===== src/rtl/mips16_pkg.sv =====
// Shared definitions for the MIPS16 pipeline: datapath widths, the bubble
// instruction, the reset PC and the fetch-stage state encoding.
package mips16_pkg;

  localparam int PC_W   = 16;
  localparam int INST_W = 16;

  localparam logic [PC_W-1:0]   RESET_PC = 16'h0000;
  localparam logic [INST_W-1:0] NOP      = 16'h0000;  // sll $0,$0,0

  typedef enum logic [1:0] {
    S_IDLE    = 2'd0,
    S_FETCH   = 2'd1,
    S_DELIVER = 2'd2,
    S_DROP    = 2'd3
  } fetch_state_t;

endpackage


===== src/rtl/if_id_reg.sv =====
// IF/ID holding register: instruction, its PC+1 and the ready qualifier.
// load takes priority over clear; with neither asserted everything holds.
module if_id_reg
  import mips16_pkg::*;
#(
  parameter int                  ADDR_W       = PC_W,
  parameter int                  DATA_W       = INST_W,
  parameter logic [DATA_W-1:0]   CLR_INST     = NOP,
  parameter logic [ADDR_W-1:0]   RST_PC_PLUS1 = RESET_PC + 1'b1
) (
  input  logic              clk,
  input  logic              reset,
  input  logic              load,
  input  logic              clear,
  input  logic [DATA_W-1:0] inst_in,
  input  logic [ADDR_W-1:0] pc_plus1_in,
  output logic [DATA_W-1:0] instout,
  output logic [ADDR_W-1:0] pc_plus1,
  output logic              ready
);

  always_ff @(posedge clk or negedge reset) begin
    if (!reset) begin
      instout  <= CLR_INST;
      pc_plus1 <= RST_PC_PLUS1;
      ready    <= 1'b0;
    end else if (load) begin
      instout  <= inst_in;
      pc_plus1 <= pc_plus1_in;
      ready    <= 1'b1;
    end else if (clear) begin
      // pc_plus1 is left alone; only the instruction becomes a bubble
      instout  <= CLR_INST;
      ready    <= 1'b0;
    end
  end

endmodule


===== src/rtl/if_fetch.sv =====
// Instruction-fetch stage: owns the PC, talks to a variable-latency imem and
// hands instructions to ID through if_id_reg. Branches squash in-flight fetches.
module if_fetch #(
  parameter int                  PC_W     = mips16_pkg::PC_W,
  parameter int                  INST_W   = mips16_pkg::INST_W,
  parameter logic [PC_W-1:0]     RESET_PC = mips16_pkg::RESET_PC,
  parameter logic [INST_W-1:0]   NOP      = mips16_pkg::NOP
) (
  input  logic              clk,
  input  logic              reset,
  input  logic              stall,
  input  logic              branch_taken,
  input  logic [PC_W-1:0]   branch_target,
  output logic [PC_W-1:0]   imem_addr,
  output logic              imem_req,
  input  logic              imem_valid,
  input  logic [INST_W-1:0] imem_rdata,
  output logic [INST_W-1:0] instout,
  output logic [PC_W-1:0]   pc_plus1,
  output logic              ready
);

  import mips16_pkg::*;

  fetch_state_t    state_reg, state_next;
  logic [PC_W-1:0] pc_reg, pc_next;
  logic [PC_W-1:0] pc_inc;
  logic            req, load, clear;

  assign pc_inc    = pc_reg + 1'b1;  // wraps silently at the top of the space
  assign imem_addr = pc_reg;
  assign imem_req  = req;

  always_ff @(posedge clk or negedge reset) begin
    if (!reset) begin
      state_reg <= S_IDLE;
      pc_reg    <= RESET_PC;
    end else begin
      state_reg <= state_next;
      pc_reg    <= pc_next;
    end
  end

  always_comb begin
    state_next = state_reg;
    pc_next    = pc_reg;
    req        = 1'b0;
    load       = 1'b0;
    clear      = 1'b0;

    case (state_reg)
      S_IDLE: state_next = S_FETCH;

      S_FETCH: begin
        req = 1'b1;
        if (imem_valid) begin
          load       = 1'b1;
          pc_next    = pc_inc;
          state_next = S_DELIVER;
        end
      end

      S_DELIVER: begin
        // A live instruction blocked by ID freezes everything. When ready is
        // low a request may already be in flight, so it must stay asserted.
        if (!(stall && ready)) begin
          req = 1'b1;
          if (imem_valid) begin
            load    = 1'b1;
            pc_next = pc_inc;
          end else begin
            clear = 1'b1;
          end
        end
      end

      S_DROP: begin
        if (imem_valid) state_next = S_FETCH;
      end

      default: state_next = S_IDLE;
    endcase

    if (branch_taken) begin
      pc_next = branch_target;
      load    = 1'b0;
      clear   = 1'b1;
      if ((req || state_reg == S_DROP) && !imem_valid) state_next = S_DROP;
      else                                             state_next = S_FETCH;
    end
  end

  if_id_reg #(
    .ADDR_W      (PC_W),
    .DATA_W      (INST_W),
    .CLR_INST    (NOP),
    .RST_PC_PLUS1(RESET_PC + 1'b1)
  ) u_if_id (
    .clk        (clk),
    .reset      (reset),
    .load       (load),
    .clear      (clear),
    .inst_in    (imem_rdata),
    .pc_plus1_in(pc_inc),
    .instout    (instout),
    .pc_plus1   (pc_plus1),
    .ready      (ready)
  );

endmodule


===== config.mk =====
export PLATFORM = sky130hd
export DESIGN_NAME = if_fetch
export DESIGN_NICKNAME = d
export VERILOG_FILES = /design/src/rtl/mips16_pkg.sv /design/src/rtl/if_id_reg.sv /design/src/rtl/if_fetch.sv
export SDC_FILE = /design/constraint.sdc
export NUM_CORES = 1
export LEC_CHECK = 0
export ABC_AREA = 1
export BUFFER_PORTS_ARGS = -buffer_cell sky130_fd_sc_hd__clkbuf_2
export CORE_MARGIN = 1
export CORE_UTILIZATION = 42
export CTS_CLUSTER_SIZE = 14
export DETAILED_ROUTE_END_ITERATION = 8
export PLACE_DENSITY = 0.64
export RECOVER_POWER = 100
export SYNTH_ARGS = -nofsm -noshare
export SYNTH_HDL_FRONTEND = slang
export SYNTH_HIERARCHICAL = 1
export SYNTH_SLANG_ARGS = --single-unit
export TNS_END_PERCENT = 20

===== constraint.sdc =====
create_clock -name clk -period 1.7 [get_ports clk]
set_input_delay 0 -clock clk [delete_from_list [all_inputs] [get_ports clk]]
set_output_delay 0 -clock clk [all_outputs]
set_load 0.05 [all_outputs]

# Yosys cells after proc, flatten, opt, wreduce, memory -nomap -nowiden
# Index checks and enable logic that the tools add are counted.
[totals]
register_bits = 51
inputBits = 37
elab_cells = 45
[classes]
n_addsub = 1
eq_ne = 6
mux = 23
reduce_logical = 10
[ops]
columns = ["op", "count"]
rows = [
  ["$mux 16", 5],
  ["$pmux 16 s2", 1],
  ["$add 16x1->16 const B", 1],
  ["$mux 1", 10],
  ["$ne 3x3->1 const B", 3],
  ["$mux 2", 4],
  ["$pmux 2 s3", 1],
  ["$eq 2x2->1 const B", 2],
  ["$pmux 1 s2", 2],
  ["$reduce_bool 4->1", 1],
  ["$reduce_and 3->1", 1],
  ["$reduce_bool 3->1", 1],
  ["$eq 2x1->1 const B", 1],
  ["$logic_and 1x1->1", 2],
  ["$logic_not 2->1", 1],
  ["$reduce_and 2->1", 1],
  ["$reduce_bool 2->1", 1],
  ["$logic_not 1->1", 1],
  ["$logic_or 1x1->1", 1],
]

# Longest topological paths before layout
# Gate-level depths: netlist (run 1).
[logic_depth]
ltp_word = 7
mapped_depth = 11
depth_no_buf = 9

# Cells and area by module
# The synthesis (run 1) kept the hierarchy.
[by_module_without_submodules]
columns = ["mod", "instances", "cells_per_inst", "area_each_um2"]
rows = [
  ["if_fetch", 1, 229, 1490.2],
  ["if_id_reg", 1, 139, 1271.2],
]

# Worst setup path before layout (run 1)
# No wires, ideal clock.
[synth_timing]
path_kind = "flip-flop to flip-flop"
start = "reg pc_reg[1] (netlist: imem_addr[1])"
end = "reg pc_reg[14] (netlist: imem_addr[14])"
setup_time_ns = 0.118
t_arrival_ns = 1.541
required_time_ns = 1.582
setup_slack_ns = 0.041
path_stages_with_launch = 9
synth_period_minus_slack_ns = 1.659
path_cell_list = "dfrtp_1 ha_1 nand3_2 nor2_2 nand3_1 nand2_1 nand3_1 nand2_1 nand2_1"
[synth_between]
elab_chain_cells = 5
[synth_rtl]
columns = ["item", "line", "rtl"]
rows = [
  ["start: declaration", "if_fetch.sv:26", "logic [PC_W-1:0] pc_reg, pc_next;"],
  ["start signal: assignment", "if_fetch.sv:40", "pc_reg <= pc_next;"],
  ["$add 16x1->16 (*)", "if_fetch.sv:30", "assign pc_inc = pc_reg + 1'b1;"],
  ["$mux 16 (*)", "if_fetch.sv:56, if_fetch.sv:68", ""],
  ["$mux 16", "if_fetch.sv:66", "if (!(stall && ready)) begin"],
  ["$pmux 16 s2 (*)", "if_fetch.sv:51", "case (state_reg)"],
  ["$mux 16 (*)", "if_fetch.sv:84", "if (branch_taken) begin"],
]
# Mark *: on every way between the ends. The rest lies on a longest branch, timed or not. The select of a mux whose other input is x is not followed.
# A chain may end at the register's enable or synchronous reset.

# Worst setup path after layout (run 1)
[layout_timing]
start = "reg state_reg[1]"
end = "reg pc_reg[9] (netlist: imem_addr[9])"
[layout_between]
elab_chain_cells = 3
word_cells_on_any_way = 7
cone_classes = "3 x eq/ne; 2 x mux; 2 x reduce/logical"
[layout_rtl]
columns = ["item", "line", "rtl"]
rows = [
  ["start: declaration", "if_fetch.sv:25", "fetch_state_t state_reg, state_next;"],
  ["start signal: assignment", "if_fetch.sv:39", "state_reg <= state_next;"],
  ["$eq 2x2->1 / $eq 2x1->1 (equally long branches)", "if_fetch.sv:51", ""],
  ["$pmux 16 s2 (tied with other cells)", "if_fetch.sv:51", ""],
  ["$mux 16 / $reduce_and 2->1 (equally long branches)", "n/a", ""],
]
# Several ways; a longest one is shown, not always the timed one.

==> results of run 1 <==
-- repair_timing --
action                                  CTS  global route
hold endpoints to repair                 39             0
endpoints found under the setup margin    0            46
hold buffers                             21             0
setup buffers                             0             4
gates resized for setup                   0            19
-- cells in the mapped netlist --
cell type,count
nand2_1,174
dfrtp_1,50
nor2_1,37
inv_1,25
nand3_1,12
a21oi_1,8
buf_6,7
ha_1,6
nand2_2,6
buf_2,5
nor2_2,5
xor2_1,4
inv_2,3
nand4_1,3
o21ai_0,3
xnor2_1,3
nand3_2,2
nor2_4,2
o21ai_1,2
o21ai_2,2
o31ai_1,2
buf_8,1
clkinv_2,1
dfstp_2,1
nand3b_1,1
nor2_8,1
nor3_1,1
or2_1,1
-- metal layers --
layer	track usage, %	vias up	wire length (um)
met5	0	-	0
met4	5.49	0	125
met3	3.78	13	336
met2	31.4	80	3040
met1	28.7	1195	3280
li1	-	1355	-
-- path summary, 6_finish.rpt --
check	startpoint	to	slack (ps)	depth (start not counted)
min reg2reg	u_if_id/pc_plus1[0]	u_if_id/pc_plus1[0]	470	2
min in group asynchronous	reset	imem_addr[2]	460	2
max reg2reg	state_reg[1]	imem_addr[9]	90	10
min	branch_target[0]	imem_addr[0]	7	5
max	state_reg[1]	imem_addr[9]	90	10
max in group asynchronous	reset	u_if_id/pc_plus1[15]	490	3
-- worst min-delay path, delay by kind of cell --
kind,cells,cell delay [ps]
AO/OA/AOI/OAI,2,120
AND/OR/NAND/NOR,2,90
buffers and inverters,1,70
-- per-stage QoR --
stage | hold slack [ps] | power, mW
final | 7.21 | 6.90
after global routing | 36.9 | 7.38
after CTS | 3.96 | 6.90
after detailed placement | 15.6 | 6.07
after global placement | 11.1 | 6.01
after floorplan | -296 | 5.15
-- cells in the final DEF, fill, tap and decap left out, types with 2 or more instances in the layout --
| master | netlist | routed |
|---|---|---|
| clkbuf_2 | 0 | 36 |
| dfrtp_1 | 50 | 50 |
| dlygate4sd3_1 | 0 | 21 |
| buf_4 | 0 | 7 |
| a21oi_1 | 8 | 8 |
| ha_1 | 6 | 5 |
| nand2_2 | 6 | 8 |
| nor2_2 | 5 | 5 |
| inv_2 | 3 | 4 |
| o21ai_2 | 2 | 3 |
| o21ai_1 | 2 | 2 |
| nand4_1 | 3 | 3 |
| clkbuf_1 | 0 | 50 |
| buf_12 | 0 | 2 |
| clkbuf_8 | 0 | 7 |
| nand3_2 | 2 | 3 |
| nor2_4 | 2 | 5 |
| nand2_1 | 174 | 172 |
| o21ai_0 | 3 | 2 |
| xnor2_1 | 3 | 3 |
| inv_1 | 25 | 23 |
| xor2_1 | 4 | 4 |
| o31ai_1 | 2 | 2 |
| nand3_1 | 12 | 11 |
| nor2_1 | 37 | 36 |
-- area by class of cell --
class,count,area [um^2],area share [%]
flip-flops and latches,51,1280,35.5
well taps,77,96.3,2.68
repair buffers,118,697,19.4
inverters,29,113,3.13
multi-input cells,278,1310,36.5
clock inverters,1,7.51,0.209
clock buffers,7,96.3,2.68
-- cells by family (layout without fill, tap and decap cells) --
logic type,after synthesis,after routing,share of synthesized area (%)
flip-flops,51,51,46.3
AND/OR/NAND/NOR,245,248,37.0
XOR/XNOR,7,7,2.22
buffers and inverters,42,155,8.29
AO/OA/AOI/OAI,17,17,3.53
adder cells (fa/ha/maj),6,6,2.72
-- power by group --
group	internal (mW)	leakage [nW]	switching, mW
clock network	0.371	0.0505	0.409
registers	1.69	0.647	0.491
logic	0.937	1.22	3.00
total	3.00	1.92	3.90
==> summary.txt, run 1 <==
Critical path
  • Worst path slowest cell: dfrtp_1
  • Bufs and invs on worst path: 3
  • Critical-path cell list: inv_2, ha_1, inv_1, or2_1, nand3_2, nand2_4, buf_4, nor2_1, nand2_1, nand2_1
  • Critical path arrival: 1870 ps
  • Crit-path max cell delay: 440 ps
  • Setup Crit Path Kind: flop to flop
  • Most common cell type on the critical path: nand2_1
  • CP delay by family, top: simple AND/OR/NAND/NOR gates
  • Critical Path Sink Type: flop
  • Worst Path Required: 1950 ps
  • Startpoint Class: flop
  • Crit Path Max Fanout: 14

Global route
  • Largest net degree at the start of global routing: 32
  • Vias in the first global route: 2363
  • GRT Util Overall: 20.1%
  • First-pass GRT wire length: 11.2 mm
  • Initial antenna violation count: 0
  • Remaining Overflow, GRT: 0

Outcome
  • Outcome: completed

Place
  • Placed cell area: 3250 um^2
  • Port Buffer Count: 86
  • Placed instance count: 525
  • Final HPWL DP: 4.78 mm
  • Pre-CTS WS: 45.6 ps
  • RD Place Congestion: 0.892

Yosys
  • Synth Register Bits: 51
  • Post-Syn Area: 2760 um^2
  • Area leader, netlist: dfrtp_1
  • Mapped Nets: 411
  • Synth cell types: 28
  • Synth warn: 6
  • Mapped Avg Cell Area: 7.50 um^2
  • Post-synth top area share: 45.3%
  • Synth area leaders: dfrtp_1 (45%), nand2_1 (24%), nor2_1 (5.0%)
  • Syn Inst Count: 368
  • Sequential-to-total area share from yosys stat: 46.3%

Layout
  • P&R area growth vs syn: 30.4%
  • FILL cells: 620
  • Non-Filler Instances: 561
  • Share of cells above drive strength 1: 18.4%
  • Ant. Diodes: 0
  • Layout Nets: 526
  • Post-route design area: 3600 um^2
  • Core Util, Final: 56.7%

Die
  • Die ar.: 6900 um^2
  • Initial core utilization: 43.5%
  • I/O pin cnt: 87
  • Die Y: 83.1 um
  • # rows: 29
  • Core Box Area: 6350 um^2
  • Die W: 83.1 um

Route
  • Via Count: 2643
  • Mean routed wirelength per cell: 12.1 um
  • Post-route ant nets: 0
  • DRC violations left: 0
  • Initial DRT Pass Iterations: 4
  • DR vias/cell: 4.71
  • Number of DRC markers in iteration 0: 158
  • WL final: 6.78 mm

STA
  • Final setup violation count: 0
  • Worst slew pin tran: 1200 ps
  • Final WS setup: 87.3 ps
  • Number of max-slew violations in the final report: 0
  • Final Cycle Share: 94.9%
  • RSZ-0062 raised after global routing: true
  • Peak Freq: 620 MHz
  • Final clock skew: 6.54 ps
  • Min Tclk post-route: 1610 ps
  • Fin Setup TNS: 0 ps
  • Final Hold Vio Count: 0
  • Worst rel slew slack: 19.7%

CTS
  • Clock tree from TritonCTS: built
  • CTS Root Buffer Type: clkbuf_8
  • Clk sinks: 51
  • Worst skew pair latency: 310 ps
  • CTS Buf Count: 5
  • Clock buffer depth: 2
  • CTS H-Tree Depth: 2
  • Clock slew seen by the registers of the worst setup and hold paths: 90 ps

Power
  • Lkg Pwr: 1.92 nW
  • PwrDens: 1920 nW/um^2
  • VDD IR max: 0.000920 V

Job
  • Max_cap viols: 0

Min path
  • Worst hold path class: input pin to flop
Note: power is estimated with default switching activity, not from simulation.
==> run 2: changes to the inputs <==
PLACE_DENSITY = 0.68   (was 0.64)
==> summary.txt, run 2 (synthesis results as in run 1) <==
Outcome
  • Outcome: completed

Place
  • RD Place Congestion: 0.817 (-8.4%)
  • Placed instance count: 524 (-0.19%)
  • Port Buffer Count: 86 (unchanged)
  • Final HPWL DP: 4.76 mm (-0.32%)

STA
  • RSZ-0062 raised after global routing: true
  • Peak Freq: 612 MHz (-1.3%)
  • Worst slew pin tran: 1230 ps (+24.2 ps)
  • Final clock skew: 6.95 ps (+0.411 ps)
  • Final Hold Vio Count: 0 (unchanged)
  • Number of max-slew violations in the final report: 0 (unchanged)
  • Fin Setup TNS: 0 ps (unchanged)
  • Min Tclk post-route: 1630 ps (+21.0 ps)
  • Final Cycle Share: 96.1% (+1.2 points)
  • Final setup violation count: 0 (unchanged)
  • Worst rel slew slack: 18.1% (-1.6 points)
  • Hold Slack: 8.43 ps (+1.22 ps)

Die
  • I/O pin cnt: 87 (unchanged)
  • Die W: 83.1 um (unchanged)
  • Core Box Area: 6350 um^2 (unchanged)
  • # rows: 29 (unchanged)
  • Die Y: 83.1 um (unchanged)
  • Die ar.: 6900 um^2 (unchanged)
  • Initial core utilization: 43.5% (unchanged)

Job
  • Max_cap viols: 0 (unchanged)

Route
  • Mean routed wirelength per cell: 12.0 um (-0.50%)
  • Initial DRT Pass Iterations: 4 (unchanged)
  • Via Count: 2560 (-3.1%)
  • WL final: 6.66 mm (-1.7%)
  • Post-route ant nets: 0 (unchanged)
  • DR vias/cell: 4.62 (-1.9%)
  • DRC violations left: 0 (unchanged)
  • Number of DRC markers in iteration 0: 119 (-25%)

CTS
  • CTS H-Tree Depth: 2 (unchanged)
  • CTS Root Buffer Type: clkbuf_8
  • Worst skew pair latency: 300 ps (about the same)
  • CTS Buf Count: 5 (unchanged)
  • Clock slew seen by the registers of the worst setup and hold paths: 90 ps (about the same)
  • Clk sinks: 51 (unchanged)
  • Clock tree from TritonCTS: built
  • Clock buffer depth: 2 (unchanged)

Power
  • Seq pwr share: 32.7% (+1.1 points)
  • NetSw: 3.83 mW (-1.7%)
  • Lkg Pwr: 1.87 nW (-2.7%)
  • VDD IR max: 0.000913 V (-0.79%)
  • Clock share of power: 10.3% (-1.0 points)
  • Switching part of the total: 57.5% (+0.95 points)
  • Cell Int Power: 2.83 mW (-5.4%)
  • PwrDens: 1920 nW/um^2 (+0.22%)
  • Logic pwr share: 57.0% (about the same)

Critical path
  • Setup Crit Path Kind: flop to flop
  • Crit-path max cell delay: 420 ps (-20 ps)
  • Most common cell type on the critical path: nand2_1
  • Critical path arrival: 1870 ps (about the same)
  • Crit Path Max Fanout: 16 (+2)
  • Critical-path cell list: inv_1, ha_1, nand2_1, nand2_1, nand2_1, nor2_4, buf_4, nand2_1, nand2_1
  • CP delay by family, top: simple AND/OR/NAND/NOR gates
  • Startpoint Class: flop
  • Worst path slowest cell: dfrtp_1
  • Bufs and invs on worst path: 2 (-1)
  • Critical Path Sink Type: flop
  • Worst Path Required: 1940 ps (about the same)

Min path
  • Worst hold path class: input pin to flop

Global route
  • GRT Util Overall: 20.3% (+0.20 points)
  • Initial antenna violation count: 0 (unchanged)
  • First-pass GRT wire length: 11.4 mm (+1.5%)
  • Vias in the first global route: 2548 (+7.8%)
  • Largest net degree at the start of global routing: 31 (-3.1%)
  • Remaining Overflow, GRT: 0 (unchanged)

Layout
  • Non-Filler Instances: 554 (-1.2%)
  • Commonest cells after routing, fill and taps aside: nand2_1 (174), clkbuf_1 (51), dfrtp_1 (50), nor2_1 (36), clkbuf_2 (36)
  • Layout Nets: 519 (-1.3%)
  • P&R area growth vs syn: 25.7%
  • Ant. Diodes: 0 (unchanged)
  • Share of cells above drive strength 1: 15.9% (-2.5 points)
  • Most common cell after layout, fill and taps aside: nand2_1
run 2: cell types whose count changed in the layout (fill, tap and decap cells not counted), sizes merged:
cell,previous run,this run
buf,11,6
clkbuf,93,94
clkinvlp,1,2
dlygate4sd3,21,20
nand2,181,180
nor2,47,45
run 2: cell type report:
cell class              count  area (um^2)
clock inverters             2         12.5
clock buffers               6         72.6
multi-input cells         275         1270
flip-flops and latches     51         1280
well taps                  77         96.3
fillers                   632         2880
repair buffers            114          636
inverters                  29          110
run 2: routing by layer:
layer	vias to the layer above	part of all wire [%]	routed length, um	global-route usage [%]
met5	-	0	0	0
met4	0	0.45	30	4.23
met3	3	4.1	276	4.17
met2	68	50	3330	36.9
met1	1158	45	3020	24.8
li1	1331	-	-	-
run 2: power by group through the flow:
stage	combinational [mW]	sequential, mW	clock [mW]
global placement	3.79	2.19	0
floorplan	1.47	3.68	0
detailed placement	3.84	2.21	0
finish	3.80	2.18	0.684
global route	4.15	2.26	0.759
CTS	3.90	2.18	0.715
run 2: path summary, 6_finish.rpt:
path | startpoint | end | slack, ps | cells past startpoint
min reg2reg | u_if_id/pc_plus1[0] | u_if_id/pc_plus1[0] | 470 | 2
min | branch_target[3] | imem_addr[3] | 8 | 3
max | state_reg[0] | u_if_id/instout[4] | 70 | 9
max in group asynchronous | reset | imem_addr[9] | 350 | 3
min in group asynchronous | reset | u_if_id/pc_plus1[2] | 480 | 2
max reg2reg | state_reg[0] | u_if_id/instout[4] | 70 | 9
run 2: through the flow:
step                      cell area (um^2)  total power, mW  utilization [%]  worst slack, ps
after global placement                3230             5.98             50.9             62.8
after floorplan                       2760             5.15                -             40.9
after detailed placement              3230             6.05             50.9             2.03
after CTS                             3520             6.80             55.4             3.02
after global routing                  3470             7.17             54.7            -51.2
final                                 3470             6.67             54.7             66.3
run 2: timing repair:
item                                    CTS  global route
pin swaps                                 0             1
endpoints found under the hold margin    39             0
setup buffers                             0             2
endpoints found under the setup margin   23            44
hold buffers                             20             0
gates resized for setup                   1             4
run 2: worst reg2reg max path, stage by stage, from the launching register on:
cell,delay (ps)
dfrtp_1,420
inv_1,110
ha_1,160
nand2_1,80
nand2_1,70
nand2_1,110
nor2_4,210
buf_4,250
nand2_1,80
nand2_1,80
